<file path="config.mk">
export PLATFORM = sky130hd
export DESIGN_NAME = bp_fe_return_stack
export DESIGN_NICKNAME = d
export VERILOG_FILES = /design/src/rtl/bp_fe_ras_pkg.sv /design/src/rtl/bp_fe_ras_mem.sv /design/src/rtl/bp_fe_return_stack.sv
export SDC_FILE = /design/constraint.sdc
export NUM_CORES = 1
export LEC_CHECK = 0
export CAP_MARGIN = 15
export CORE_MARGIN = 1.5
export CORE_UTILIZATION = 58
export CTS_CLUSTER_DIAMETER = 30
export DETAILED_ROUTE_END_ITERATION = 8
export DONT_BUFFER_PORTS = 1
export PLACE_DENSITY = 0.83
export SYNTH_ARGS = -nofsm -noshare
export SYNTH_HDL_FRONTEND = slang
export SYNTH_SLANG_ARGS = --single-unit
</file>
<file path="constraint.sdc">
create_clock -name clk_i -period 11.3 [get_ports clk_i]
set_clock_uncertainty 0.2 [all_clocks]
set_input_delay 2.26 -clock clk_i [delete_from_list [all_inputs] [get_ports clk_i]]
set_output_delay 2.26 -clock clk_i [all_outputs]
set_load 0.05 [all_outputs]
</file>
<file path="src/rtl/bp_fe_ras_pkg.sv">
// Shared widths and checkpoint layout for the front-end return-address stack.
// Latency: n/a (types and constants only).
// Backpressure: n/a.
//
// The checkpoint struct depends on the stack's parameters. SystemVerilog
// packages cannot take parameters, so the struct is declared through a macro
// that each user expands with its own vaddr/depth values.
// The struct is ordered {tos_ptr, count, top_addr}, with top_addr in the LSBs.
package bp_fe_ras_pkg;

  localparam int unsigned bp_fe_ras_vaddr_width_gp = 39;
  localparam int unsigned bp_fe_ras_depth_gp       = 8;

  // Index width for a stack of the given depth (depth is a power of two, >= 2).
  function automatic int unsigned bp_fe_ras_ptr_width(input int unsigned depth);
    return $clog2(depth);
  endfunction

  // Occupancy needs one more bit than the index so that "full" (== depth) fits.
  function automatic int unsigned bp_fe_ras_count_width(input int unsigned depth);
    return $clog2(depth) + 1;
  endfunction

endpackage

`define BP_FE_RAS_CKPT_WIDTH(vw, dp) ((vw) + 2*$clog2(dp) + 1)

`define BP_FE_RAS_DECLARE_CKPT_S(vw, dp) \
  typedef struct packed { \
    logic [$clog2(dp)-1:0] tos_ptr; \
    logic [$clog2(dp):0]   count; \
    logic [(vw)-1:0]       top_addr; \
  } bp_fe_ras_ckpt_s

</file>
<file path="src/rtl/bp_fe_ras_mem.sv">
// Storage array for the return-address stack: one write port, one async read port.
// Latency: a write at edge N is readable after edge N; reads are combinational.
// Backpressure: none; a write is accepted every cycle.
//
// Ports:
//   i_clk, i_rst             clock, asynchronous active-high reset (clears all entries)
//   i_w_v, i_w_addr, i_w_data write strobe, index and data
//   i_r_addr, o_r_data       read index and data
module bp_fe_ras_mem
  import bp_fe_ras_pkg::*;
#(
  parameter int unsigned depth_p  = bp_fe_ras_depth_gp,
  parameter int unsigned width_p  = bp_fe_ras_vaddr_width_gp,
  localparam int unsigned addr_width_lp = bp_fe_ras_ptr_width(depth_p)
) (
  input  logic                     i_clk,
  input  logic                     i_rst,
  input  logic                     i_w_v,
  input  logic [addr_width_lp-1:0] i_w_addr,
  input  logic [width_p-1:0]       i_w_data,
  input  logic [addr_width_lp-1:0] i_r_addr,
  output logic [width_p-1:0]       o_r_data
);

  logic [width_p-1:0] r_mem [depth_p];

  always_ff @(posedge i_clk or posedge i_rst) begin
    if (i_rst) begin
      for (int i = 0; i < int'(depth_p); i++) begin
        r_mem[i] <= '0;
      end
    end else if (i_w_v) begin
      r_mem[i_w_addr] <= i_w_data;
    end
  end

  assign o_r_data = r_mem[i_r_addr];

endmodule

</file>
<file path="src/rtl/bp_fe_return_stack.sv">
// Circular return-address stack: push on call, pop on return, predicted target on top_addr_o.
// Latency: push/pop/restore at edge N is visible on outputs after edge N; outputs come only from flops.
// Backpressure: none; push, pop, replace or restore is accepted every cycle.
//
// Ports:
//   clk_i, reset_i           clock, asynchronous active-high reset
//   push_v_i, return_addr_i  call seen: push return_addr_i
//   pop_v_i                  return seen: pop the top entry
//   top_addr_o, top_v_o      top entry (0 when empty), stack non-empty
//   count_o                  occupancy, 0..depth_p
//   ckpt_o                   {tos_ptr, count, top_addr} snapshot      (BP_FE_RAS_CHECKPOINT_EN)
//   restore_v_i, restore_i   reload pointer/count and repair the top entry (BP_FE_RAS_CHECKPOINT_EN)
//
// Optional feature macro: BP_FE_RAS_CHECKPOINT_EN adds the checkpoint/restore path.
module bp_fe_return_stack
  import bp_fe_ras_pkg::*;
#(
  parameter int unsigned vaddr_width_p = bp_fe_ras_vaddr_width_gp,
  parameter int unsigned depth_p       = bp_fe_ras_depth_gp,
  localparam int unsigned ptr_width_lp = bp_fe_ras_ptr_width(depth_p)
`ifdef BP_FE_RAS_CHECKPOINT_EN
  ,
  localparam int unsigned ckpt_width_lp = `BP_FE_RAS_CKPT_WIDTH(vaddr_width_p, depth_p)
`endif
) (
  input  logic                     clk_i,
  input  logic                     reset_i,
  input  logic                     push_v_i,
  input  logic                     pop_v_i,
  input  logic [vaddr_width_p-1:0] return_addr_i,
  output logic [vaddr_width_p-1:0] top_addr_o,
  output logic                     top_v_o,
  output logic [ptr_width_lp:0]    count_o
`ifdef BP_FE_RAS_CHECKPOINT_EN
  ,
  output logic [ckpt_width_lp-1:0] ckpt_o,
  input  logic                     restore_v_i,
  input  logic [ckpt_width_lp-1:0] restore_i
`endif
);

  localparam int unsigned cnt_width_lp = ptr_width_lp + 1;

  localparam logic [ptr_width_lp-1:0] ptr_one_lp   = ptr_width_lp'(1);
  localparam logic [ptr_width_lp-1:0] ptr_reset_lp = ptr_width_lp'(depth_p - 1);
  localparam logic [cnt_width_lp-1:0] cnt_one_lp   = cnt_width_lp'(1);
  localparam logic [cnt_width_lp-1:0] cnt_full_lp  = cnt_width_lp'(depth_p);

  logic [ptr_width_lp-1:0]  r_tos_ptr;
  logic [cnt_width_lp-1:0]  r_count;

  logic [ptr_width_lp-1:0]  w_tos_ptr_n;
  logic [cnt_width_lp-1:0]  w_count_n;
  logic                     w_mem_w_v;
  logic [ptr_width_lp-1:0]  w_mem_w_addr;
  logic [vaddr_width_p-1:0] w_mem_w_data;
  logic [vaddr_width_p-1:0] w_mem_r_data;
  logic                     w_empty;
  logic                     w_full;

`ifdef BP_FE_RAS_CHECKPOINT_EN
  `BP_FE_RAS_DECLARE_CKPT_S(vaddr_width_p, depth_p);
  bp_fe_ras_ckpt_s w_restore;
  bp_fe_ras_ckpt_s w_ckpt;

  assign w_restore = bp_fe_ras_ckpt_s'(restore_i);
`endif

  assign w_empty = (r_count == '0);
  assign w_full  = (r_count == cnt_full_lp);

  // Next-state and write-port control. Restore wins over push/pop. Push+pop
  // on a non-empty stack overwrites the top in place. On an empty stack it
  // degrades to a plain push.
  always_comb begin
    w_tos_ptr_n  = r_tos_ptr;
    w_count_n    = r_count;
    w_mem_w_v    = 1'b0;
    w_mem_w_addr = r_tos_ptr;
    w_mem_w_data = return_addr_i;

`ifdef BP_FE_RAS_CHECKPOINT_EN
    if (restore_v_i) begin
      // Rewriting the saved top undoes any wrong-path push that wrapped onto it.
      w_tos_ptr_n  = w_restore.tos_ptr;
      w_count_n    = w_restore.count;
      w_mem_w_v    = 1'b1;
      w_mem_w_addr = w_restore.tos_ptr;
      w_mem_w_data = w_restore.top_addr;
    end else
`endif
    if (push_v_i && pop_v_i && !w_empty) begin
      w_mem_w_v    = 1'b1;
      w_mem_w_addr = r_tos_ptr;
    end else if (push_v_i) begin
      // On full, the advance lands on the oldest entry and overwrites it.
      w_tos_ptr_n  = r_tos_ptr + ptr_one_lp;
      w_count_n    = w_full ? r_count : (r_count + cnt_one_lp);
      w_mem_w_v    = 1'b1;
      w_mem_w_addr = r_tos_ptr + ptr_one_lp;
    end else if (pop_v_i && !w_empty) begin
      // Contents are left in place; only the pointer retreats.
      w_tos_ptr_n  = r_tos_ptr - ptr_one_lp;
      w_count_n    = r_count - cnt_one_lp;
    end
  end

  // The pointer resets to the last slot so that the first push lands in entry 0.
  always_ff @(posedge clk_i or posedge reset_i) begin
    if (reset_i) begin
      r_tos_ptr <= ptr_reset_lp;
      r_count   <= '0;
    end else begin
      r_tos_ptr <= w_tos_ptr_n;
      r_count   <= w_count_n;
    end
  end

  bp_fe_ras_mem #(
    .depth_p (depth_p),
    .width_p (vaddr_width_p)
  ) u_mem (
    .i_clk    (clk_i),
    .i_rst    (reset_i),
    .i_w_v    (w_mem_w_v),
    .i_w_addr (w_mem_w_addr),
    .i_w_data (w_mem_w_data),
    .i_r_addr (r_tos_ptr),
    .o_r_data (w_mem_r_data)
  );

  assign top_v_o    = !w_empty;
  assign top_addr_o = top_v_o ? w_mem_r_data : '0;
  assign count_o    = r_count;

`ifdef BP_FE_RAS_CHECKPOINT_EN
  // The snapshot is forced to zero while empty. With count 0 the pointer and
  // top carry no information, and this keeps ckpt_o at 0 out of reset.
  always_comb begin
    w_ckpt.tos_ptr  = r_tos_ptr;
    w_ckpt.count    = r_count;
    w_ckpt.top_addr = w_mem_r_data;
  end

  assign ckpt_o = top_v_o ? w_ckpt : '0;
`endif

endmodule
</file>
# [After elaboration in Yosys (flattened, before gate mapping)]
# Index checks and enable logic that the tools add are counted.
[totals] register_bits=319 out_inout_bits=44
[op_classes] add_sub_neg=4 order_cmp=3 eq_ne=2 mux=16 bitwise=3 n_reduce_logical=9
[ops] op="$bwmux 312" count=1
[ops] op="$mux 39" count=4
[ops] op="$bmux 39 s3" count=1
[ops] op="$demux 39 s3" count=1
[ops] op="$mux 3" count=4
[ops] op="$mux 4" count=3
[ops] op="$ge 4x4->1 const B" count=2
[ops] op="$not 3->4" count=2
[ops] op="$add 4x1->4 const B" count=1
[ops] op="$eq 4x4->1 const B" count=1
[ops] op="$logic_and 1x1->1" count=4
[ops] op="$logic_not 4->1" count=1
[ops] op="$lt 4x1->1 const B" count=1
[ops] op="$sub 4x1->4 const B" count=1
[ops] op="$add 3x1->3 const B" count=1
[ops] op="$reduce_and 3->1" count=1
[ops] op="$sub 3x1->3 const B" count=1
[ops] op="$mux 1" count=2
[ops] op="$ne 2x2->1 const B" count=1
[ops] op="$reduce_and 2->1" count=1
[ops] op="$reduce_bool 2->1" count=1
[ops] op="$logic_not 1->1" count=1
[ops] op="$not 1->1" count=1

# [Depth between registers and ports, before layout]
[logic_depth] depth_word=10 ltp_mapped=9 ltp_nobuf=6

# [Cells and area by module]
# From an unflattened synthesis, not the netlist that was laid out.
[hier_totals] hier_cells=900 area_unflattened_um2=14787.9
[by_module_without_submodules] mod="bp_fe_ras_mem" instances=1 cells_each=804 area_per_inst_um2=13953.4 seq_area_each_um2=7807.5
[by_module_without_submodules] mod="bp_fe_return_stack" instances=1 cells_each=96 area_per_inst_um2=834.6 seq_area_each_um2=178.9

# [Worst setup path before layout]
# OpenSTA, ideal clock, no wires.
[synth_timing] path_type="register to output" start="reg r_tos_ptr[0]" end="out top_addr_o[19]" t_arrival_ns=2.283 required_ns=8.840 setup_slack_ns=6.557 stages_incl_launch_ff=7 path_buffers=3 path_cell_list="dfstp_2 buf_2 buf_2 buf_2 mux4_2 mux2i_1 nor2_1"
[synth_via] elab_chain_len=5
[synth_rtl] element="start: declaration" line_no="bp_fe_return_stack.sv:49" source="logic [ptr_width_lp-1:0] r_tos_ptr;"
[synth_rtl] element="start signal: assignment" line_no="bp_fe_return_stack.sv:111" source="r_tos_ptr <= ptr_reset_lp;"
[synth_rtl] element="start signal: assignment" line_no="bp_fe_return_stack.sv:114" source="r_tos_ptr <= w_tos_ptr_n;"
[synth_rtl] element="$not 3->4 (implied by the code)" line_no="bp_fe_ras_mem.sv:37" source="assign o_r_data = r_mem[i_r_addr];"
[synth_rtl] element="$bmux 39 s3" line_no="bp_fe_ras_mem.sv:37"
[synth_rtl] element="$mux 39 (implied by the code) (2 in a row)" line_no="bp_fe_ras_mem.sv:37"
[synth_rtl] element="$mux 39" line_no="bp_fe_return_stack.sv:133" source="assign top_addr_o = top_v_o ? w_mem_r_data : '0;"
[synth_rtl] element="end: declaration" line_no="bp_fe_return_stack.sv:31" source="output logic [vaddr_width_p-1:0] top_addr_o,"
# Every way passes these cells. The select of a mux whose other input is x is not followed.

# [Worst setup path after layout]
[layout_timing] start="reg r_tos_ptr[0]" end="out top_addr_o[32]"
# The elaborated chain is that of the path after synthesis.

==> metrics.md <==
| Metric | Value |
|---|---|
| CTS tree | `done` |
| Setup crit end kind | `output pin` |
| Multi-input gate area | `0.00647 mm²` |
| Overall Global Routing Usage | `25.4%` |
| CTS Buf Count | `66` |
| Mapped cell area | `0.0148 mm²` |
| Placement Cell Area | `0.0151 mm²` |
| Sequential standard cell area | `0.00799 mm²` |
| Yosys warning count | `0` |
| Gr ovfl total | `0` |
| Detailed router's first-iteration violation count | `480` |
| Die X | `163 µm` |
| Setup violators final | `0` |
| Synth Flop Type | `dfrtp_1` |
| Vias in the first global route | `9148` |
| Drt wl/cell | `23.8 µm` |
| Syn Inst Count | `935` |
| Placement Rows | `58` |
| Min Clock Period, post-route | `6.29 ns` |
| Diodes inserted | `0` |
| Ranking of synthesized cells by area | `dfrtp_1 53%, mux2_2 19%, mux4_2 12%, mux2_1 4.3%, mux2i_1 2.8%` |
| Initial core utilization | `59.0%` |
| Seq/Total Area, Yosys | `53.9%` |
| Slew Viols, Final | `0` |
| Buffers on Ports | `0` |
| Largest net degree at the start of global routing | `101` |
| Yosys top cell area share | `53.4%` |
| Status | `finished, final reports clean` |
| Fill count | `1625` |
| DR vias/cell | `6.26` |
| CP max FO | `56` |
| Asr flop ratio synth | `100%` |
| Mean Syn Cell Area | `15.8 µm²` |
| Vias | `8396` |
| Finished Cell Area | `0.0173 mm²` |
| Drt total wl | `31.9 mm` |
| Area Growth Syn to Fin | `16.9%` |
| Max_cap viols | `0` |
| Final Wtd Congestion | `0.754` |
| Initial DRT Pass Iterations | `4` |
| Layout cells sized above 1 | `48.0%` |
| Post-CTS sizing | `0` |
| Required @ worst endpoint | `8.84 ns` |
| Seq cells post-synth | `319` |
| Die area | `0.0265 mm²` |
| Pre-CTS setup slack | `5.54 ns` |
| Worst-path clk slew | `0.04 ns` |
| HP Class | `reg -> reg` |
| # DRC | `0` |
| First-pass GRT wire length | `51.8 mm` |
| Fmax | `159 MHz` |
| IO Count | `87` |
| RSZ-0062 raised after global routing | `no` |
| Setup TNS | `0 ns` |
| H-tree depth | `3` |
| Worst endpoint data arrival time | `3.83 ns` |
| Core area | `0.0251 mm²` |
| Final #Nets | `1008` |
| Fin crit share | `55.7%` |
| Clock root buffer | `clkbuf_16` |
| Slew headroom | `22.9%` |
| Post-CTS Setup Bufs | `0` |
| Slew of the pin with the lowest slew margin | `1.16 ns` |
| Synth cell types | `39` |
| Final HPWL DP | `17.3 mm` |
| Number of flops mapped to enable cells by yosys | `0` |
| Final ANT Viol Nets | `0` |
| Startpoint Class | `register` |
| Final hold viol count | `0` |
| Clock sinks | `319` |
| Initial antenna violation count | `0` |
| CTS Hold Buffers Added | `0` |
| Post-Syn Nets | `983` |
| Clock tree buffer depth | `3` |
| Crit path kind | `reg -> out` |
| Clock latency on the worst-skew pair | `0.54 ns` |
| Crit path setup slack, layout | `5.01 ns` |
| Chip Height | `163 µm` |
| Synth area leader | `dfrtp_1` |
==> final timing paths <==
| check | from | endpoint | slack [ns] | cells past startpoint |
|---|---|---|---|---|
| worst max-delay path | r_tos_ptr[0] | top_addr_o[32] | 5.01 | 4 |
| worst min-delay path | u_mem.r_mem[196] | u_mem.r_mem[196] | 0.28 | 1 |
| worst max register to register | r_tos_ptr[0] | u_mem.r_mem[162] | 6.07 | 8 |
| worst min register to register | u_mem.r_mem[196] | u_mem.r_mem[196] | 0.28 | 1 |
| max in group asynchronous | reset_i | u_mem.r_mem[20] | 7.41 | 4 |
| min in group asynchronous | reset_i | u_mem.r_mem[197] | 1.46 | 1 |
==> cell families after synthesis <==
| group | count (synthesis) | synth area share (%) |
|---|---|---|
| muxes | 431 | 38.3 |
| DFF | 319 | 53.9 |
| and+or+nand+nor | 73 | 2.19 |
| buffers and inverters | 71 | 2.98 |
| AOI/OAI and AO/OA | 28 | 1.65 |
| xor gates and xnor gates | 7 | 0.414 |
| adders and majority gates | 6 | 0.540 |
==> synth_stat cells (2+ instances only) <==
library cell / n
dfrtp_1: 316
mux2_2: 255
mux4_2: 78
mux2_1: 57
nor2_1: 44
mux2i_1: 41
buf_2: 17
clkbuf_1: 17
buf_6: 15
buf_4: 11
inv_1: 6
a21oi_1: 5
buf_1: 5
nand2_1: 5
nand3_1: 5
a31oi_1: 4
ha_1: 4
nand4_1: 4
o21ai_0: 4
xor2_1: 4
and2_1: 3
dfstp_2: 3
nand2b_1: 3
nor3_1: 3
nor4_1: 3
o41ai_1: 3
xnor2_1: 3
a31oi_2: 2
a41oi_2: 2
nor2b_1: 2
o22ai_1: 2
o32ai_1: 2
==> cells in the final DEF, fill, tap and decap left out, types with 3 or more instances in the layout <==
master	synthesis	layout
o21ai_0	4	4
a21oi_1	5	5
and2_1	3	3
xor2_1	4	4
inv_6	0	9
mux2_1	57	57
a31oi_1	4	4
o41ai_2	1	3
nor3_1	3	3
nand2_1	5	5
clkinv_4	0	4
nor2_1	44	44
buf_4	11	21
clkbuf_16	0	67
clkinvlp_4	0	6
clkbuf_8	0	7
nand4_1	4	4
inv_1	6	5
mux2i_1	41	41
mux2_2	255	255
ha_1	4	4
mux4_2	78	78
bufinv_16	0	6
nand3_1	5	5
nand2b_1	3	3
clkbuf_1	17	4
xnor2_1	3	3
clkinv_2	0	13
dfrtp_1	316	316
==> through the flow <==
stage,hold WS (ns),cells,utilization [%]
after floorplan,0.252,935,-
after global placement,0.262,1221,60.0
after detailed placement,0.271,1221,60.0
after CTS,0.280,1340,68.9
after global routing,0.297,1341,69.0
final,0.279,1341,69.0
==> flip-flops by register name (all words and copies together) (netlist names) <==
| name | count |
|---|---|
| r_tos_ptr | 3 |
| count_o | 4 |
| u_mem.r_mem | 312 |
==> routing by layer <==
metal	up-vias	track usage, %	share of wire [%]
met5	-	0	0
met4	0	8.01	1.8
met3	51	5.30	4.8
met2	214	41.5	50
met1	4552	34.5	43
li1	3579	-	-
==> layout make-up <==
type | count | share of cell area, %
clock inverters | 41 | 2.59
multi-input cells | 545 | 37.3
flip-flops and latches | 319 | 46.1
inverters | 6 | 0.173
well taps | 330 | 2.38
repair buffers | 22 | 1.07
clock buffers | 78 | 10.3
==> critical path: stages, from the launching register on <==
cell,delay (ns)
dfstp_4,1.03
buf_4,0.88
mux4_2,0.39
mux2i_1,0.14
nor2_1,0.73
Power is not shown: default switching activity piles up to over one toggle a cycle in this logic, so the estimate is an artifact.
